<file path="src/rtl/kbd_pkg.sv">
// kbd_pkg -- shared types and helpers for the PS/2-to-matrix keyboard.
//   op_e        : autotype script opcodes
//   row_w/col_w : field widths of a script entry
//   ent_w       : full script entry width {op, row, col}
//   SC_*        : PS/2 set-2 scan codes of the modifier keys
//   kmap_t      : keymap lookup result {hit, row, col}
package kbd_pkg;

    typedef enum logic [1:0] {
        OP_END     = 2'b00,
        OP_PRESS   = 2'b01,
        OP_RELEASE = 2'b10,
        OP_WAIT    = 2'b11
    } op_e;

    // Row field also has to address the modifier row (index ROWS).
    function automatic int row_w(input int rows);
        return $clog2(rows + 1);
    endfunction

    function automatic int col_w(input int cols);
        return $clog2(cols);
    endfunction

    function automatic int ent_w(input int rows, input int cols);
        return 2 + row_w(rows) + col_w(cols);
    endfunction

    localparam logic [7:0] SC_LSHIFT = 8'h12;
    localparam logic [7:0] SC_RSHIFT = 8'h59;
    localparam logic [7:0] SC_CTRL   = 8'h14;
    localparam logic [7:0] SC_CAPS   = 8'h58;

    typedef struct packed {
        logic       hit;
        logic [7:0] row;
        logic [7:0] col;
    } kmap_t;

endpackage

</file>
<file path="src/rtl/kbd_keymap.sv">
// kbd_keymap -- combinational PS/2 scan code to matrix position table.
//   ext  : extended-code flag (E0 prefix seen)
//   code : 8-bit set-2 scan code
//   km   : {hit, row, col}; modifier keys land on row ROWS
module kbd_keymap
    import kbd_pkg::*;
#(
    parameter int ROWS = 8
) (
    input  logic       ext,
    input  logic [7:0] code,
    output kmap_t      km
);

    logic is_mod;

    always_comb begin
        km        = '0;
        km.hit    = 1'b1;
        is_mod    = 1'b0;
        case ({ext, code})
            9'h01C: begin km.row = 8'd4; km.col = 8'd1; end // A
            9'h05A: begin km.row = 8'd1; km.col = 8'd2; end // Enter
            9'h029: begin km.row = 8'd7; km.col = 8'd7; end // Space
            9'h01B: begin km.row = 8'd1; km.col = 8'd5; end // S
            9'h023: begin km.row = 8'd2; km.col = 8'd2; end // D
            9'h02B: begin km.row = 8'd2; km.col = 8'd5; end // F
            9'h015: begin km.row = 8'd7; km.col = 8'd6; end // Q
            9'h01D: begin km.row = 8'd1; km.col = 8'd1; end // W
            9'h024: begin km.row = 8'd1; km.col = 8'd6; end // E
            9'h02D: begin km.row = 8'd2; km.col = 8'd1; end // R
            9'h016: begin km.row = 8'd7; km.col = 8'd0; end // 1
            9'h01E: begin km.row = 8'd7; km.col = 8'd3; end // 2
            9'h045: begin km.row = 8'd4; km.col = 8'd3; end // 0
            9'h066: begin km.row = 8'd0; km.col = 8'd0; end // Backspace
            9'h174: begin km.row = 8'd0; km.col = 8'd2; end // Right arrow
            9'h172: begin km.row = 8'd0; km.col = 8'd7; end // Down arrow
            {1'b0, SC_LSHIFT}, {1'b0, SC_RSHIFT}: begin
                km.row = 8'(ROWS); km.col = 8'd0; is_mod = 1'b1;
            end
            {1'b0, SC_CTRL}, {1'b1, SC_CTRL}: begin
                km.row = 8'(ROWS); km.col = 8'd1; is_mod = 1'b1;
            end
            {1'b0, SC_CAPS}: begin
                km.row = 8'(ROWS); km.col = 8'd2; is_mod = 1'b1;
            end
            default: km.hit = 1'b0;
        endcase
        // A smaller matrix drops ordinary keys whose row does not exist.
        if (!is_mod && (int'(km.row) >= ROWS))
            km.hit = 1'b0;
    end

endmodule

</file>
<file path="src/rtl/ps2_matrix_kbd.sv">
// ps2_matrix_kbd -- PS/2 key events to a scannable key matrix, with an
// optional timed autotype script (built when KBD_AUTOTYPE_EN is defined).
//   clk, reset_n      : clock, async active-low reset
//   ps2_key[10:0]     : {toggle, pressed, ext, code}
//   scan_sel/scan_data: row select in, OR of selected rows out (1 = down)
//   mods              : low MOD_W bits of the modifier row (row ROWS)
//   auto_start/busy   : script launch request / script running
//   scr_we/addr/data  : script write port, entry = {op, row, col}
module ps2_matrix_kbd
    import kbd_pkg::*;
#(
    parameter int ROWS       = 8,
    parameter int COLS       = 8,
    parameter int MOD_W      = 3,
    parameter int TICK_DIV   = 7000000,
    parameter int SCRIPT_LEN = 32,
    localparam int AW        = $clog2(SCRIPT_LEN),
    localparam int ENT_W     = ent_w(ROWS, COLS)
) (
    input  logic             clk,
    input  logic             reset_n,
    input  logic [10:0]      ps2_key,
    input  logic [ROWS-1:0]  scan_sel,
    output logic [COLS-1:0]  scan_data,
    output logic [MOD_W-1:0] mods,
    input  logic             auto_start,
    output logic             auto_busy,
    input  logic             scr_we,
    input  logic [AW-1:0]    scr_addr,
    input  logic [ENT_W-1:0] scr_data
);

    localparam int RW = row_w(ROWS);
    localparam int CW = col_w(COLS);

    kmap_t km;
    kbd_keymap #(.ROWS(ROWS)) u_keymap (
        .ext  (ps2_key[8]),
        .code (ps2_key[7:0]),
        .km   (km)
    );

    logic [ROWS:0][COLS-1:0] mat_q, mat_d;
    logic                    tog_q, tog_d;
    logic                    ps2_evt, key_ok, ps2_ok;

    assign ps2_evt = ps2_key[10] ^ tog_q;
    assign key_ok  = km.hit && (int'(km.row) <= ROWS) && (int'(km.col) < COLS);

    always_comb begin
        scan_data = '0;
        for (int r = 0; r < ROWS; r++)
            if (scan_sel[r]) scan_data = scan_data | mat_q[r];
    end

    assign mods = mat_q[ROWS][MOD_W-1:0];

`ifdef KBD_AUTOTYPE_EN
    localparam int DW = $clog2(TICK_DIV);

    typedef enum logic {S_IDLE, S_RUN} state_e;

    state_e                            state_q, state_d;
    logic [AW-1:0]                     ptr_q, ptr_d;
    logic [DW-1:0]                     div_q, div_d;
    logic [SCRIPT_LEN-1:0][ENT_W-1:0]  scr_q, scr_d;
    logic [ENT_W-1:0]                  ent;
    op_e                               e_op;
    logic [RW-1:0]                     e_row;
    logic [CW-1:0]                     e_col;
    logic                              ecol_ok, tick;

    assign ent   = scr_q[ptr_q];
    assign e_op  = op_e'(ent[ENT_W-1 -: 2]);
    assign e_row = ent[CW +: RW];
    assign e_col = ent[CW-1:0];
    assign tick  = (div_q == DW'(TICK_DIV - 1));

    // A column field that exactly spans COLS can never be out of range.
    if ((1 << CW) == COLS) begin : g_col_full
        assign ecol_ok = 1'b1;
    end else begin : g_col_part
        assign ecol_ok = (int'(e_col) < COLS);
    end

    assign ps2_ok    = (state_q == S_IDLE);
    assign auto_busy = (state_q == S_RUN);

    always_comb begin
        mat_d   = mat_q;
        tog_d   = ps2_key[10];
        state_d = state_q;
        ptr_d   = ptr_q;
        div_d   = div_q;
        scr_d   = scr_q;
        case (state_q)
            S_IDLE: begin
                if (scr_we) scr_d[scr_addr] = scr_data;
                if (auto_start) begin
                    state_d    = S_RUN;
                    ptr_d      = '0;
                    div_d      = '0;
                    mat_d[ROWS] = '0;
                end
            end
            S_RUN: begin
                if (tick) begin
                    div_d = '0;
                    ptr_d = ptr_q + AW'(1);
                    if ((e_op == OP_PRESS || e_op == OP_RELEASE) &&
                        (int'(e_row) <= ROWS) && ecol_ok)
                        mat_d[e_row][e_col] = (e_op == OP_PRESS);
                    // Running off the last entry behaves like END.
                    if (e_op == OP_END || ptr_q == AW'(SCRIPT_LEN - 1)) begin
                        mat_d   = '0;
                        state_d = S_IDLE;
                        ptr_d   = '0;
                    end
                end else begin
                    div_d = div_q + DW'(1);
                end
            end
            default: state_d = S_IDLE;
        endcase
        // Applied after the modifier-row clear so a same-cycle event survives.
        if (ps2_ok && ps2_evt && key_ok)
            mat_d[km.row[RW-1:0]][km.col[CW-1:0]] = ps2_key[9];
    end

    always_ff @(posedge clk or negedge reset_n) begin
        if (!reset_n) begin
            state_q <= S_IDLE;
            ptr_q   <= '0;
            div_q   <= '0;
            scr_q   <= '0; // all-zero entry is END
        end else begin
            state_q <= state_d;
            ptr_q   <= ptr_d;
            div_q   <= div_d;
            scr_q   <= scr_d;
        end
    end
`else
    logic unused_auto;
    assign unused_auto = ^{auto_start, scr_we, scr_addr, scr_data};
    assign ps2_ok      = 1'b1;
    assign auto_busy   = 1'b0;

    always_comb begin
        mat_d = mat_q;
        tog_d = ps2_key[10];
        if (ps2_ok && ps2_evt && key_ok)
            mat_d[km.row[RW-1:0]][km.col[CW-1:0]] = ps2_key[9];
    end
`endif

    always_ff @(posedge clk or negedge reset_n) begin
        if (!reset_n) begin
            mat_q <= '0;
            tog_q <= 1'b0;
        end else begin
            mat_q <= mat_d;
            tog_q <= tog_d;
        end
    end

endmodule

</file>
<file path="config.mk">
export PLATFORM = sky130hd
export DESIGN_NAME = ps2_matrix_kbd
export DESIGN_NICKNAME = d
export VERILOG_FILES = /design/src/rtl/kbd_pkg.sv /design/src/rtl/kbd_keymap.sv /design/src/rtl/ps2_matrix_kbd.sv
export SDC_FILE = /design/constraint.sdc
export NUM_CORES = 1
export LEC_CHECK = 0
export CORE_ASPECT_RATIO = 0.9
export CORE_MARGIN = 1
export CORE_UTILIZATION = 45
export DETAILED_ROUTE_END_ITERATION = 7
export GPL_ROUTABILITY_DRIVEN = 0
export PLACE_DENSITY_LB_ADDON = 0.08
export SYNTH_ARGS = -nofsm -noshare
export SYNTH_HDL_FRONTEND = slang
export SYNTH_HIERARCHICAL = 1
export SYNTH_SLANG_ARGS = --single-unit
export TNS_END_PERCENT = 50
</file>
<file path="constraint.sdc">
create_clock -name clk -period 2.1 [get_ports clk]
set_input_delay 0.42 -clock clk [delete_from_list [all_inputs] [get_ports clk]]
set_output_delay 0.42 -clock clk [all_outputs]
set_load 0.01 [all_outputs]
</file>
==> results.ini, run 1 <==
[run_status]
status=finished, violations left
violations=negative setup slack

[floorplan]
core_area_sq_um=8770
io_pins=49
std_cell_rows=32
die-area_sq_um=9670
die_h_um=93.4
start_util=0.476
die_w_um=104

[cts]
cts_tree=built
h-tree-depth=3
clk_latency_ps=340
cts_root_buffer=clkbuf_8
cts-buffers-inserted=9
clkSinkCount=68
clk_pin_slew_ps=80
clockBufferDepth=2

[final_layout]
layout_commonest_cell=dfrtp_1
mostFrequentLayoutCells=dfrtp_1, buf_4, mux2_2, nand2_1, nor2_1
multiInputGateArea_sq_um=2690
seqCellArea_sq_um=1700
area_growth_pct=40.9
final_cells=634
diodes=0
num-nets-final=547
num-fill-cells=701
drive_gt1_frac=0.534

[power_and_ir_drop]
ir_drop_v=0.000422
p_leak_uw=0.00271
p_per_area_nw_per_um2=469

[placement]
portBuffers=31
place_inst=601
dp_hpwl_mm=7.76
place_ws_ps=-1630

[detailed_routing]
first_iter_violations=192
routed_wl_mm=12.2
via_count=3647
route.detailed.drc=0
routedWlPerCell_um=19.2
viasPerCell=5.75
ant_nets=0
drt_pass1_iterations=5

[timing]
period_minus_slack_ps=3010
fin_skew_ps=2.54
maxSlewViolCount=0
layout_setup_ws_ps=-911
hold_ws_ps=510
setup_viol=67
clock.fmax_mhz=332
worst_pin_slew_ps=743
hold_viol_final=0
fin_crit_sh=1.43
slew_headroom=0.504
rsz0062_at_grt=true

[setup_path]
cp.arrival_ps=3240
start_kind=input pin
cp_slowest_cell=or4b_4
endpoint_kind=flop
critPathMaxStageDelay_ps=590
worstPathCellList=buf_8, nand3b_1, or4_4, o32ai_4, or4_4, or4b_4, or4b_4, nor3_2, mux2_1
crit_required_ps=2330
crit_type=input pin to flop
cp_max_fo=3

[grt]
grt-busiest-layer=met2
grt_max_degree=42
track_usage=0.265
antenna_found_initial=0
use_met1=0.350
grt_pass1_vias=3713
grtUsageMet2=0.431
grt_remaining_overflow=0
grt_pass1_wl_mm=19.5
use_met3=0.0620

[synthesis]
synth_xor_area_frac=0.00210
ys_types=56
yosys_warnings=6
syn_area_per_cell_sq_um=10.0
ys_async_sr_fraction=1.00
synthCells=416
synthMuxAreaShare=0.189
synth-seq-cells=68
synth_top_family_by_area=simple AND/OR/NAND/NOR gates
synth_compound_area_frac=0.0959
synth-seq-area-share=0.408
synth-simple-area-share=0.232
synth_fa_ha_area_frac=0
synth_flop_cell=dfrtp_1
synth_area_sq_um=4170
synth_edf_count=0

[hold_path]
hp-class=input pin to asynchronous set/reset pin

[job]
cap_violations=0

-- final timing paths --
kind                            start        end  slack (ps)  cells after the start
max                        ps2_key[4]    mods[1]        -910                      9
min                           reset_n  mat_q[59]         510                      2
max reg2reg                     tog_q  mat_q[12]         200                      7
min reg2reg                 mat_q[55]  mat_q[55]         510                      1
max in group asynchronous     reset_n  mat_q[38]        1000                      3
min in group clk            mat_q[55]  mat_q[55]         510                      1
-- sequential cells by signal, summed over array words and instances, names as in the netlist --
register / flops
mat_q: 64
mods: 3
tog_q: 1
-- metal layers --
layer / vias to the layer above / part of all wire
li1: 1680 / -
met1: 1826 / 0.44
met2: 114 / 0.47
met3: 27 / 0.071
met4: 0 / 0.022
met5: - / 0
-- metrics by stage --
step | instance area [sq um] | total power, uW | util | TNS (ps)
finish | 5880 | 2750 | 0.671 | -52430
global route | 5880 | 2860 | 0.671 | -56190
CTS | 5580 | 2760 | 0.636 | -54230
detailed placement | 5140 | 1630 | 0.586 | -102180
global placement | 5140 | 1630 | 0.586 | -100610
floorplan | 4360 | 1470 | - | -53650
-- synthesized netlist by cell type, types with 3 or more instances --
library cell | n | area share
dfrtp_1 | 68 | 0.41
nand2_1 | 57 | 0.051
mux2_2 | 49 | 0.13
nor2_1 | 33 | 0.030
a22oi_1 | 32 | 0.058
nand3_1 | 21 | 0.025
buf_4 | 18 | 0.032
clkbuf_1 | 15 | 0.013
mux2_1 | 13 | 0.035
nand4_1 | 11 | 0.016
buf_6 | 7 | 0.019
nor2b_1 | 7 | 0.010
mux2_4 | 6 | 0.022
nand3b_1 | 6 | 0.011
a21oi_1 | 5 | 0.0060
nor3_1 | 5 | 0.0060
nor3b_1 | 4 | 0.0072
nor4b_1 | 4 | 0.0084
buf_1 | 3 | 0.0027
nand2b_1 | 3 | 0.0045
or3_1 | 3 | 0.0045
or3b_2 | 3 | 0.0063
or4_1 | 3 | 0.0054
-- kinds of logic after synthesis --
| group | Yosys count |
|---|---|
| muxes | 68 |
| DFF | 68 |
| xor gates and xnor gates | 1 |
| and+or+nand+nor | 177 |
| buffers and inverters | 47 |
| other | 2 |
| AOI/OAI and AO/OA | 53 |
-- area by class of cell --
| cell class | count | share of cell area |
|---|---|---|
| multi-input cells | 309 | 0.457 |
| flip-flops and latches | 68 | 0.289 |
| repair buffers | 121 | 0.194 |
| well taps | 119 | 0.0253 |
| clock buffers | 10 | 0.0234 |
| clock inverters | 6 | 0.0109 |
| inverters | 1 | 0.000638 |
-- repair_timing --
action,CTS,global route
pin swaps,13,19
gates cloned,4,0
setup endpoints to repair,75,72
gates resized for setup,67,77
buffers inserted,7,5
hold endpoints to repair,13,0
hold buffers,1,0
-- power by group --
part / switching [uW] / total, uW / internal (uW) / leakage, uW
logic: 187 / 326 / 139 / 0.00167
clock network: 540 / 1120 / 579 / 0.0000983
registers: 0.446 / 1310 / 1310 / 0.000948
total: 728 / 2750 / 2030 / 0.00271
-- worst max-delay path: cells and delay by family --
family	cells	cell delay (ps)
and+or+nand+nor	6	2130
muxes	1	340
buffers and inverters	1	90
AOI/OAI and AO/OA	1	260
No activity file was read; power rests on OpenSTA's default activity.
==> run 2, diff against run 1 <==
--- a/config.mk
+++ b/config.mk
@@ -7,7 +7,7 @@
 export LEC_CHECK = 0
 export CORE_ASPECT_RATIO = 0.9
 export CORE_MARGIN = 1
-export CORE_UTILIZATION = 45
+export CORE_UTILIZATION = 57
 export DETAILED_ROUTE_END_ITERATION = 7
 export GPL_ROUTABILITY_DRIVEN = 0
 export PLACE_DENSITY_LB_ADDON = 0.08
==> constraint.sdc (replaced) <==
create_clock -name clk -period 2.1 [get_ports clk]
set_input_delay 0.42 -clock clk [delete_from_list [all_inputs] [get_ports clk]]
set_output_delay 0.42 -clock clk [all_outputs]
set_load 0.02 [all_outputs]
==> run 2 against run 1 <==
Net effect:
- the flow still finishes with violations (negative setup slack)
- sequential cell count is the same
- worst hold slack lost 430 ps
- sequential power is essentially flat
- die area shrank 21%
- clock power grew 11%
- combinational power shrank 5%
- sequential share of layout area grew 0.86 points
- routed wire length grew 3.1%
- non-clock buffer count shrank 9
- register-to-register slack gained 90 ps
- critical path type unchanged
- critical endpoint unchanged
==> results.ini, run 2 (synthesis results as in run 1) <==
[run_status]
status=finished, violations left  ; unchanged
violations=negative setup slack  ; unchanged

[grt]
antenna_found_initial=0  ; unchanged
track_usage=0.318  ; was 0.265
grt_remaining_overflow=0  ; unchanged
grt_max_degree=68  ; was 42
grt_pass1_vias=3720  ; was 3713
grt_pass1_wl_mm=18.6  ; was 19.5 mm

[job]
cap_violations=0  ; unchanged

[final_layout]
area_growth_pct=36.8  ; was 40.9%
num-nets-final=538  ; was 547
mostFrequentLayoutCells=dfrtp_1, buf_4, mux2_2, nand2_1, a22oi_1  ; was dfrtp_1, buf_4, mux2_2, nand2_1, nor2_1
largest_reg_flops=64  ; unchanged
layout_commonest_cell=dfrtp_1  ; unchanged
top_register=mat_q  ; unchanged
diodes=0  ; unchanged
drive_gt1_frac=0.494  ; was 0.534

[setup_path]
path_buf_inv=2  ; was 1
cp_max_fo=7  ; was 3
endpoint_kind=flop  ; unchanged
worstPathCellList=dlygate4sd2_1, buf_6, nor2b_2, nand3_1, a21oi_1, a311o_1, or4_4, or4b_4, or4b_4, nor3_2, mux2_1  ; was buf_8, nand3b_1, or4_4, o32ai_4, or4_4, or4b_4, or4b_4, nor3_2, mux2_1
start_kind=input pin  ; unchanged
cp.arrival_ps=3280  ; was 3240 ps
r2r_slack_ps=290  ; was 200 ps
cp_top_family=simple AND/OR/NAND/NOR gates  ; unchanged
cp_slowest_cell=or4b_4  ; unchanged
crit_type=input pin to flop  ; unchanged
crit_top_cell=or4b_4
crit_required_ps=2350  ; was 2330 ps
critPathMaxStageDelay_ps=580  ; was 590 ps

[timing]
period_minus_slack_ps=3030  ; was 3010 ps
worst_pin_slew_ps=706  ; was 743 ps
clock.fmax_mhz=330  ; was 332 MHz
maxSlewViolCount=0  ; unchanged
hold_viol_final=0  ; unchanged
slew_headroom=0.523  ; was 0.504
fin_skew_ps=6.18  ; was 2.54 ps
layout_setup_ws_ps=-932  ; was -911 ps
rsz0062_at_grt=true  ; unchanged
tns_ps=-57700  ; was -52430 ps
setup_viol=67  ; unchanged
hold_ws_ps=79.1  ; was 510 ps
fin_crit_sh=1.44  ; was 1.43

[hold_path]
hp-class=input pin to asynchronous set/reset pin  ; unchanged

[detailed_routing]
via_count=3644  ; was 3647
drt_pass1_iterations=6  ; was 5
route.detailed.drc=0  ; unchanged
routed_wl_mm=12.5  ; was 12.2 mm
ant_nets=0  ; unchanged
routedWlPerCell_um=20.9  ; was 19.2 um
first_iter_violations=247  ; was 192
viasPerCell=6.08  ; was 5.75

[cts]
clk_pin_slew_ps=80  ; about the same
cts-buffers-inserted=9  ; unchanged
clockBufferDepth=2  ; unchanged
cts_tree=built  ; unchanged
clk_latency_ps=360  ; was 340 ps
cts_root_buffer=clkbuf_8  ; unchanged
clkSinkCount=68  ; unchanged
h-tree-depth=3  ; unchanged

[placement]
dp_hpwl_mm=7.57  ; was 7.76 mm
place_ws_ps=-1640  ; was -1630 ps
portBuffers=31  ; unchanged

[power_and_ir_drop]
p_leak_uw=0.00255  ; was 0.00271 uW
power_uw=2860  ; was 2750 uW
ir_drop_v=0.000566  ; was 0.000422 V
p_per_area_nw_per_um2=500  ; was 469 nW/um^2

[floorplan]
io_pins=49  ; unchanged
std_cell_rows=29  ; was 32
die-area_sq_um=7670  ; was 9670 sq um
start_util=0.590  ; was 0.476
core_area_sq_um=7080  ; was 8770 sq um
die_w_um=92.2  ; was 104 um
die_h_um=83.2  ; was 93.4 um

## run 2: cell count changes in the layout (fill, tap and decap cells not counted), moves of 3 or more
cell | before | now
a22oi_1 | 25 | 32
a22oi_2 | 8 | 1
buf_4 | 66 | 60
nand2_1 | 31 | 37
dlygate4sd2_1 | 7 | 2
nand2_4 | 5 | 1
clkbuf_16 | 0 | 3
## run 2: final timing paths
| path | start | endpoint | cells past startpoint |
|---|---|---|---|
| max reg2reg | tog_q | mat_q[16] | 7 |
| max in group asynchronous | reset_n | mat_q[1] | 2 |
| min in group clk | mat_q[27] | mat_q[27] | 1 |
| min reg2reg | mat_q[27] | mat_q[27] | 1 |
| max | ps2_key[1] | mods[1] | 11 |
| min | reset_n | mat_q[23] | 1 |
## run 2: area by class of cell
type,instances,area (sq um)
clock buffers,9,124
fillers,434,1370
clock inverters,7,98.8
inverters,1,3.75
flip-flops and latches,68,1700
multi-input cells,309,2570
repair buffers,112,1090
well taps,93,116
## run 2: per-layer routing
metal | wire length (um) | track usage
met4 | 331 | 0.0994
met2 | 6240 | 0.552
met1 | 5220 | 0.402
met5 | 0 | 0
met3 | 735 | 0.0586
## run 2: timing repair
action | 4_1_cts | 5_1_grt
gates resized for setup | 74 | 38
hold buffers | 0 | 0
hold endpoints to repair | 0 | 0
gates cloned | 3 | 3
setup endpoints to repair | 75 | 74
pin swaps | 12 | 11
setup buffers | 9 | 2
## run 2: per-stage QoR
| stage | area (sq um) | utilization | cells |
|---|---|---|---|
| 2_1_floorplan | 4360 | - | 424 |
| 3_3_place_gp | 5020 | 0.710 | 567 |
| 3_5_place_dp | 5020 | 0.710 | 567 |
| 4_1_cts | 5530 | 0.781 | 595 |
| 5_1_grt | 5710 | 0.807 | 599 |
| 6_report | 5710 | 0.807 | 599 |
## run 2: power breakdown
group	switching [uW]	internal, uW	leakage [uW]	total, uW
Sequential	0.501	1310	0.000948	1310
Combinational	183	126	0.00149	309
Clock	564	674	0.000110	1240
